$ cat config.mk
export PLATFORM = sky130hd
export DESIGN_NAME = sync_source_scheduler
export DESIGN_NICKNAME = d
export VERILOG_FILES = /design/src/rtl/sync_source_scheduler_pkg.sv /design/src/rtl/sync_source_scheduler_src_select.sv /design/src/rtl/sync_source_scheduler.sv
export SDC_FILE = /design/constraint.sdc
export NUM_CORES = 1
export LEC_CHECK = 0
export CORE_MARGIN = 2
export CORE_UTILIZATION = 40
export CTS_CLUSTER_DIAMETER = 150
export DETAILED_ROUTE_END_ITERATION = 12
export MAX_ROUTING_LAYER = met4
export PLACE_DENSITY_LB_ADDON = 0.05
export REMOVE_ABC_BUFFERS = 1
export SLEW_MARGIN = 10
export SYNTH_ARGS = -nofsm -noshare
export SYNTH_HDL_FRONTEND = slang
export SYNTH_SLANG_ARGS = --single-unit
$ cat constraint.sdc
create_clock -name clk -period 4.6 [get_ports clk]
set_clock_uncertainty 0.15 [all_clocks]
set_input_delay 0.69 -clock clk [delete_from_list [all_inputs] [get_ports clk]]
set_output_delay 0.69 -clock clk [all_outputs]
set_load 0.03 [all_outputs]
$ cat src/rtl/sync_source_scheduler_pkg.sv
// Shared types and constants for the sync source scheduler.
// SYNC_TIME_W is also used by the DDS correction block.
package sync_source_scheduler_pkg;

  localparam int SYNC_TIME_W = 64;
  localparam int DEF_TIMEOUT = 125000000;
  localparam int DEF_MIN_GAP = 1024;

  typedef enum logic [1:0] {
    SEARCH   = 2'd0,
    LOCKED   = 2'd1,
    HOLDOVER = 2'd2
  } sched_state_e;

endpackage

$ cat src/rtl/sync_source_scheduler_src_select.sv
// Source picker: preferred source if it is eligible,
// otherwise the lowest eligible index.
module sync_src_select #(
  parameter int NUM_SRC = 4,
  parameter int SRC_W   = 2
) (
  input  logic [NUM_SRC-1:0] eligible,
  input  logic [SRC_W-1:0]   pref_src,
  output logic [SRC_W-1:0]   sel,
  output logic               any_eligible
);

  always_comb begin
    sel          = '0;
    any_eligible = |eligible;
    for (int i = NUM_SRC - 1; i >= 0; i--) begin
      if (eligible[i]) begin
        sel = SRC_W'(i);
      end
    end
    if (int'(pref_src) < NUM_SRC) begin
      if (eligible[pref_src]) begin
        sel = pref_src;
      end
    end
  end

endmodule

$ cat src/rtl/sync_source_scheduler.sv
// Locks onto one timestamp source, filters glitches, and fails
// over through holdover when the locked source goes quiet.
module sync_source_scheduler
  import sync_source_scheduler_pkg::*;
#(
  parameter int NUM_SRC = 4,
  parameter int SRC_W   = 2,
  parameter int TIMEOUT = DEF_TIMEOUT,
  parameter int MIN_GAP = DEF_MIN_GAP
) (
  input  logic                           clk,
  input  logic                           reset_n,
  input  logic [NUM_SRC*SYNC_TIME_W-1:0] src_time,
  input  logic [NUM_SRC-1:0]             src_valid,
  input  logic [NUM_SRC-1:0]             src_enable,
  input  logic [SRC_W-1:0]               pref_src,
  output logic [SYNC_TIME_W-1:0]         Time_sync,
  output logic                           sync_valid,
  output logic                           corr_restart,
  output logic [SRC_W-1:0]               active_src,
  output logic                           locked,
  output logic                           holdover,
  output logic [15:0]                    switch_cnt
);

  sched_state_e state_q, state_d;

  logic [31:0]            gap_q;
  logic [SRC_W-1:0]       active_q;
  logic [SRC_W-1:0]       sel;
  logic [NUM_SRC-1:0]     elig;
  logic                   any_elig;
  logic                   acquire;
  logic                   accept;
  logic                   pend_q;
  logic                   valid_q;
  logic                   restart_q;
  logic [15:0]            switch_q;
  logic [SYNC_TIME_W-1:0] cap_q;
  logic [SYNC_TIME_W-1:0] time_q;
  logic [SYNC_TIME_W-1:0] times [NUM_SRC];

  assign elig = src_valid & src_enable;

  always_comb begin
    for (int i = 0; i < NUM_SRC; i++) begin
      times[i] = src_time[i*SYNC_TIME_W +: SYNC_TIME_W];
    end
  end

  sync_src_select #(
    .NUM_SRC (NUM_SRC),
    .SRC_W   (SRC_W)
  ) u_select (
    .eligible     (elig),
    .pref_src     (pref_src),
    .sel          (sel),
    .any_eligible (any_elig)
  );

  always_ff @(posedge clk or negedge reset_n) begin
    if (!reset_n) begin
      state_q <= SEARCH;
    end else begin
      state_q <= state_d;
    end
  end

  // Disable outranks a same-cycle sample; an accept outranks timeout.
  always_comb begin
    state_d = state_q;
    acquire = 1'b0;
    accept  = 1'b0;
    unique case (state_q)
      SEARCH, HOLDOVER: begin
        if (any_elig) begin
          acquire = 1'b1;
          state_d = LOCKED;
        end
      end
      LOCKED: begin
        if (!src_enable[active_q]) begin
          state_d = HOLDOVER;
        end else if (elig[active_q] &&
                     gap_q >= 32'(MIN_GAP)) begin
          accept = 1'b1;
        end else if (gap_q == 32'(TIMEOUT)) begin
          state_d = HOLDOVER;
        end
      end
      default: state_d = SEARCH;
    endcase
  end

  always_ff @(posedge clk or negedge reset_n) begin
    if (!reset_n) begin
      gap_q     <= '0;
      active_q  <= '0;
      pend_q    <= 1'b0;
      valid_q   <= 1'b0;
      restart_q <= 1'b0;
      switch_q  <= '0;
      cap_q     <= '0;
      time_q    <= '0;
    end else begin
      restart_q <= acquire;
      pend_q    <= acquire;
      valid_q   <= accept | pend_q;
      if (acquire || accept) begin
        gap_q <= '0;
      end else if (gap_q != 32'(TIMEOUT)) begin
        gap_q <= gap_q + 32'd1;
      end
      if (acquire) begin
        active_q <= sel;
        cap_q    <= times[sel];
      end
      if (acquire && state_q == HOLDOVER &&
          sel != active_q && switch_q != 16'hFFFF) begin
        switch_q <= switch_q + 16'd1;
      end
      // Acquired sample lags its restart pulse by one cycle.
      if (pend_q) begin
        time_q <= cap_q;
      end else if (accept) begin
        time_q <= times[active_q];
      end
    end
  end

  assign Time_sync    = time_q;
  assign sync_valid   = valid_q;
  assign corr_restart = restart_q;
  assign active_src   = active_q;
  assign locked       = (state_q == LOCKED);
  assign holdover     = (state_q == HOLDOVER);
  assign switch_cnt   = switch_q;

endmodule

=== After elaboration in Yosys (flattened, before gate mapping) ===
Cells that the tools add are included.
W data, S select, Z words.

* Output and inout bits: 86
* Word-level logic and storage cells: 70
* Register bits: 182

* Add/sub/neg operators: 2
* Equal/unequal tests: 9
* Magnitude comparators: 5
* Bitwise gates (word level): 4
* Muxes and demuxes: 31
* Reduce and logical (&&, ||, !) cells: 11

{| class="wikitable"
|+ Operators with widths
! operator !! count
|-
| $mux W64 || 6
|-
| $bmux W64 S2 || 2
|-
| $mux W32 || 2
|-
| $add A32 B1 Y32 const B || 1
|-
| $eq A32 B27 Y1 const B || 1
|-
| $ge A32 B11 Y1 const B || 1
|-
| $ne A32 B27 Y1 const B || 1
|-
| $mux W2 || 9
|-
| $add A16 B1 Y16 const B || 1
|-
| $ne A16 B16 Y1 const B || 1
|-
| $mux W1 || 8
|-
| $bmux W1 S2 || 3
|-
| $ge A3 B3 Y1 const B || 2
|-
| $lt A2 B3 Y1 const B || 2
|-
| $not A2 Y3 || 2
|-
| $and A4 B4 Y4 || 1
|-
| $logic_and A1 B1 Y1 || 4
|-
| $pmux W2 S2 || 1
|-
| $reduce_bool A2 Y1 || 2
|-
| $reduce_or A4 Y1 || 1
|-
| $ne A3 B2 Y1 const B || 1
|-
| $ne A3 B3 Y1 const B || 1
|-
| $reduce_and A3 Y1 || 1
|-
| $eq A2 B1 Y1 const B || 1
|-
| other kinds (7) || 7
|}

=== Longest topological paths before layout ===
* Depth after elaboration: 10
* Gate-level depth with buffers: 9
* Depth with buffers taken out: 7

=== By module ===
A second synthesis with hierarchy kept.

* Cells, all modules: 1091
* Area, all modules: 11482.3 µm²

{| class="wikitable"
|+ Modules (own cells, without submodules)
! module !! area an instance (µm²) !! seq. area each (µm²) !! instances !! cells an instance
|-
| sync_source_scheduler || 11403.4 || 4554.4 || 1 || 1080
|-
| sync_src_select || 78.8 || 0.0 || 1 || 11
|}

=== Worst setup path before layout ===
No wires, ideal clock.

* Path type: register to register
* Start: reg active_q[0], in the netlist active_src[0]
* End: reg time_q[54], in the netlist Time_sync[54]
* Period minus slack after synthesis: 2.408 ns
* Slack: 2.192 ns
* Arrival: 2.123 ns
* Cell stages (with the launch flop): 7
* Required time: 4.315 ns
* Path through: dfrtp_1 buf_2 buf_6 buf_1 mux4_2 mux2i_1 o21ai_0

* Word-level cells in the longest chain between the ends: 7
* Elaborated cells on any way between the ends: 15
* Those cells by class: mux (12); bitwise (1); reduce/logical (2)

{| class="wikitable"
|+ RTL lines
! element !! RTL line !! text
|-
| start: declaration || sync_source_scheduler.sv:29 || <nowiki>logic [SRC_W-1:0] active_q;</nowiki>
|-
| start signal: assignment || sync_source_scheduler.sv:115 || <nowiki>active_q <= sel;</nowiki>
|-
| $bmux W1 S2 || sync_source_scheduler.sv:84 || <nowiki>end else if (elig[active_q] &&</nowiki>
|-
| $mux W1 (not written as such) || sync_source_scheduler.sv:84 ||
|-
| $logic_and A1 B1 Y1 || sync_source_scheduler.sv:84 ||
|-
| $mux W1 || sync_source_scheduler.sv:84 ||
|-
| $mux W1 || sync_source_scheduler.sv:82 || <nowiki>if (!src_enable[active_q]) begin</nowiki>
|-
| $mux W1 || sync_source_scheduler.sv:74 || <nowiki>unique case (state_q)</nowiki>
|-
| $reduce_bool A2 Y1 (no line) || - ||
|-
| end signal: assignment || sync_source_scheduler.sv:124 || <nowiki>time_q <= cap_q;</nowiki>
|-
| end signal: assignment || sync_source_scheduler.sv:126 || <nowiki>time_q <= times[active_q];</nowiki>
|-
| end: declaration || sync_source_scheduler.sv:40 || <nowiki>logic [SYNC_TIME_W-1:0] time_q;</nowiki>
|}

Parallel ways exist; a longest one is shown, timed or not. The select of a mux whose other input is x is not followed.
A chain may end at the register's enable or synchronous reset.

=== Worst setup path after layout ===
* Start: in src_enable[2]
* End: reg cap_q[44]

* Elaborated cells on any way between the ends: 14
* Those cells by class: mux (11); bitwise (2); reduce/logical (1)

{| class="wikitable"
|+ RTL lines
! element !! RTL line !! text
|-
| start: declaration || sync_source_scheduler.sv:15 || <nowiki>input logic [NUM_SRC-1:0] src_enable,</nowiki>
|-
| $and A4 B4 Y4 || sync_source_scheduler.sv:43 || <nowiki>assign elig = src_valid & src_enable;</nowiki>
|-
| $reduce_or A4 Y1 || sync_source_scheduler_src_select.sv:15 || <nowiki>any_eligible = |eligible;</nowiki>
|-
| $mux W1 || sync_source_scheduler.sv:76 || <nowiki>if (any_elig) begin</nowiki>
|-
| $mux W1 || sync_source_scheduler.sv:74 ||
|-
| net acquire || sync_source_scheduler.sv:33 || <nowiki>logic acquire;</nowiki>
|-
| end signal: assignment || sync_source_scheduler.sv:116 || <nowiki>cap_q <= times[sel];</nowiki>
|-
| end: declaration || sync_source_scheduler.sv:39 || <nowiki>logic [SYNC_TIME_W-1:0] cap_q;</nowiki>
|}

The timed path passes the listed nets, and every way through them passes these cells. The select of a mux whose other input is x is not followed.

==> impl_metrics.json <==
{
  "status": "completed",
  "via_per_inst": 5.540,
  "synth.distinct_cells": 48,
  "ys.flop_type": "dfrtp_1",
  "antenna_left": 0,
  "crit_type": "in -> reg",
  "synth_area_um2": 11210,
  "grt_pass1_vias": 9744,
  "clkTransAtPathRegs_ns": 0.07,
  "numPortBuffers": 353,
  "final_common_cell": "clkdlybuf4s50_1",
  "r2r.worst_path.cells": 6,
  "dp_slack_ns": 1.197,
  "ir_worst_vdd_mv": 0.2430,
  "cp-end-kind": "flop",
  "cts_hold_buf": 0,
  "post-route-min-period_ns": 3.010,
  "cts_tree": "done",
  "met2_usage_pct": 40.61,
  "gp_congestion": 0.8249,
  "antenna_found_initial": 2,
  "finalSetupViolations": 0,
  "yosys-top-cells-area": "dfrtp_1 (41%), mux2i_1 (17%), mux4_2 (13%)",
  "async_flop_share_pct": 100.0,
  "cp_max_fo": 51,
  "grt_setup_unrepaired": "no",
  "worstReg2RegEnd": "Time_sync[62]",
  "area_delta_synth_final_pct": 39.83,
  "layout-drive-gt1-share_pct": 9.706,
  "synth_top_area_share_pct": 40.62,
  "ys_ff_latch": 182,
  "worst_slew_pin_slew_ns": 0.9193,
  "core-area_um2": 27710,
  "clock_path_buffers": 2,
  "arrival_ns": 3.14,
  "r2r-start": "gap_q[28]",
  "grt_use_met3_pct": 5.062,
  "drv_slew": 0,
  "syn_inst": 1034,
  "top_usage_layer": "met2",
  "layout_common_cells": "clkdlybuf4s50_1 (352), mux2i_1 (194), dfrtp_1 (179), nand2_1 (141), o21ai_0 (73)",
  "die_h_um": 171.4,
  "drt_pass1_iterations": 4,
  "drv_cap": 0,
  "post-cts-setup-buffer-count": 0,
  "cts.sinks": 182,
  "cp_cell_sequence": "clkdlybuf4s50_1 -> a22oi_1 -> nand2_1 -> nand2b_4 -> inv_1 -> nand2_1 -> o21ai_0",
  "required_ns": 4.73,
  "power_density_nw_per_um2": 510.8,
  "fin_ws_ns": 1.590,
  "h-tree-depth": 4,
  "grt_max_degree": 85,
  "worstHoldPathType": "in -> async",
  "nets": 1618,
  "die_x_um": 171.4,
  "post-route-period-util_pct": 65.45,
  "cp_common_cell": "nand2_1",
  "ys_seq_area_share_pct": 40.62,
  "dr.first_iter.drc_count": 471,
  "route.detailed.drc": 0,
  "hold_viol_final": 0,
  "grt_overflow": 0,
  "crit_slowest_cell": "nand2b_4",
  "whs_ns": 0.1148,
  "grt.total_usage_pct": 24.45,
  "max_freq_mhz": 332.2,
  "dp_hpwl_um": 24460,
  "setup.worst_path.start_class": "input port",
  "crit_path_max_incr_delay_ns": 0.54,
  "root_buffer": "clkbuf_16",
  "grt_pass1_wl_um": 53680,
  "syn_area_per_cell_um2": 10.84,
  "critPathLaunch": "src_enable[2]",
  "synth_edf_count": 0,
  "yosysTopAreaCell": "dfrtp_1",
  "io_pins": 354,
  "num_rows": 61,
  "initial_utilization_pct": 40.47,
  "p_leak_nw": 6.949,
  "worst-r2r-setup-slack_ns": 1.61,
  "dieArea_um2": 29380,
  "num_vias": 9645,
  "clk_latency_ns": 0.43,
  "slew_headroom_pct": 38.48,
  "cts.repair.resized": 0,
  "yosysWarnings": 0,
  "use_met1_pct": 30.06,
  "wire_per_inst_um": 19.95,
  "cts_buffers": 17,
  "drt-total-wl_um": 34730
}
## how the worst max path moves through the flow
| stage | to | slack [ns] |
|---|---|---|
| after detailed placement | cap_q[44] | 1.20 |
| after global routing | Time_sync[20] | 1.37 |
| after floorplan | gap_q[0] | -2.08 |
| final | cap_q[44] | 1.59 |
| after CTS | active_src[0] | 1.52 |
| after global placement | cap_q[28] | 1.23 |
## registers in the layout, summed over array words and instances, names as in the netlist
register      cells
active_src        2
cap_q            64
switch_cnt       16
Time_sync        64
state_q           2
gap_q            32
sync_valid        1
corr_restart      1
## cells in the mapped netlist, types with 18 or more instances
cell type  count
dfrtp_1      182
o21ai_0       73
nand2_1      142
nand3_1       27
nor3_1        19
mux4_2        66
xor2_1        25
xnor2_1       18
clkbuf_1      41
mux2i_1      194
nor2_1        57
o221ai_1      51
buf_2         24
## power breakdown
part           switching [mW]  total (mW)  internal, mW
Sequential              0.472        2.68          2.21
Clock                   0.687        1.45         0.765
Combinational            2.08        3.88          1.80
Total                    3.23        8.01          4.77
## metrics by stage
stage | util, % | TNS (ns) | instances | area [µm²] | power [mW]
floorplan | - | -186.37 | 957 | 10860 | 5.121
global placement | 54.50 | 0 | 1706 | 15100 | 6.594
detailed placement | 54.50 | 0 | 1706 | 15100 | 6.632
CTS | 56.56 | 0 | 1738 | 15670 | 8.116
global route | 56.58 | 0 | 1740 | 15680 | 8.514
finish | 56.59 | 0 | 1741 | 15680 | 8.008
## cells by family (layout without fill, tap and decap cells)
kind of cell               count (synthesis)  count (layout)  share of synthesized area [%]
buffers and inverters                     86             412                          3.482
and+or+nand+nor                          299             299                          11.96
xor gates and xnor gates                  44              44                          3.504
adders and majority gates                  3               3                         0.3348
DFF                                      182             182                          40.62
other                                      0               3                              0
AOI/OAI and AO/OA                        158             158                          9.318
muxes                                    262             262                          30.78
## area by class of cell
cell class	instances	area, µm²
Antenna cell	3	7.507
Multi-Input combinational cell	766	6305
Fill cell	2445	12030
Tap cell	378	473.0
Sequential cell	182	4566
Inverter	9	33.78
Timing Repair Buffer	371	3722
Clock inverter	14	141.4
Clock buffer	18	429.2
## worst max-delay path, delay by kind of cell
family	cells	cell delay, ns
compound gates	2	0.64
simple gates	3	1.16
buf+inv	2	0.61
## routing by layer
metal  routed length [µm]  up-vias
met2                17460      262
li1                     -     4484
met4                  771        0
met3                 1814       40
met5                    0        -
met1                14690     4859
No activity file was read; power rests on OpenSTA's default activity.
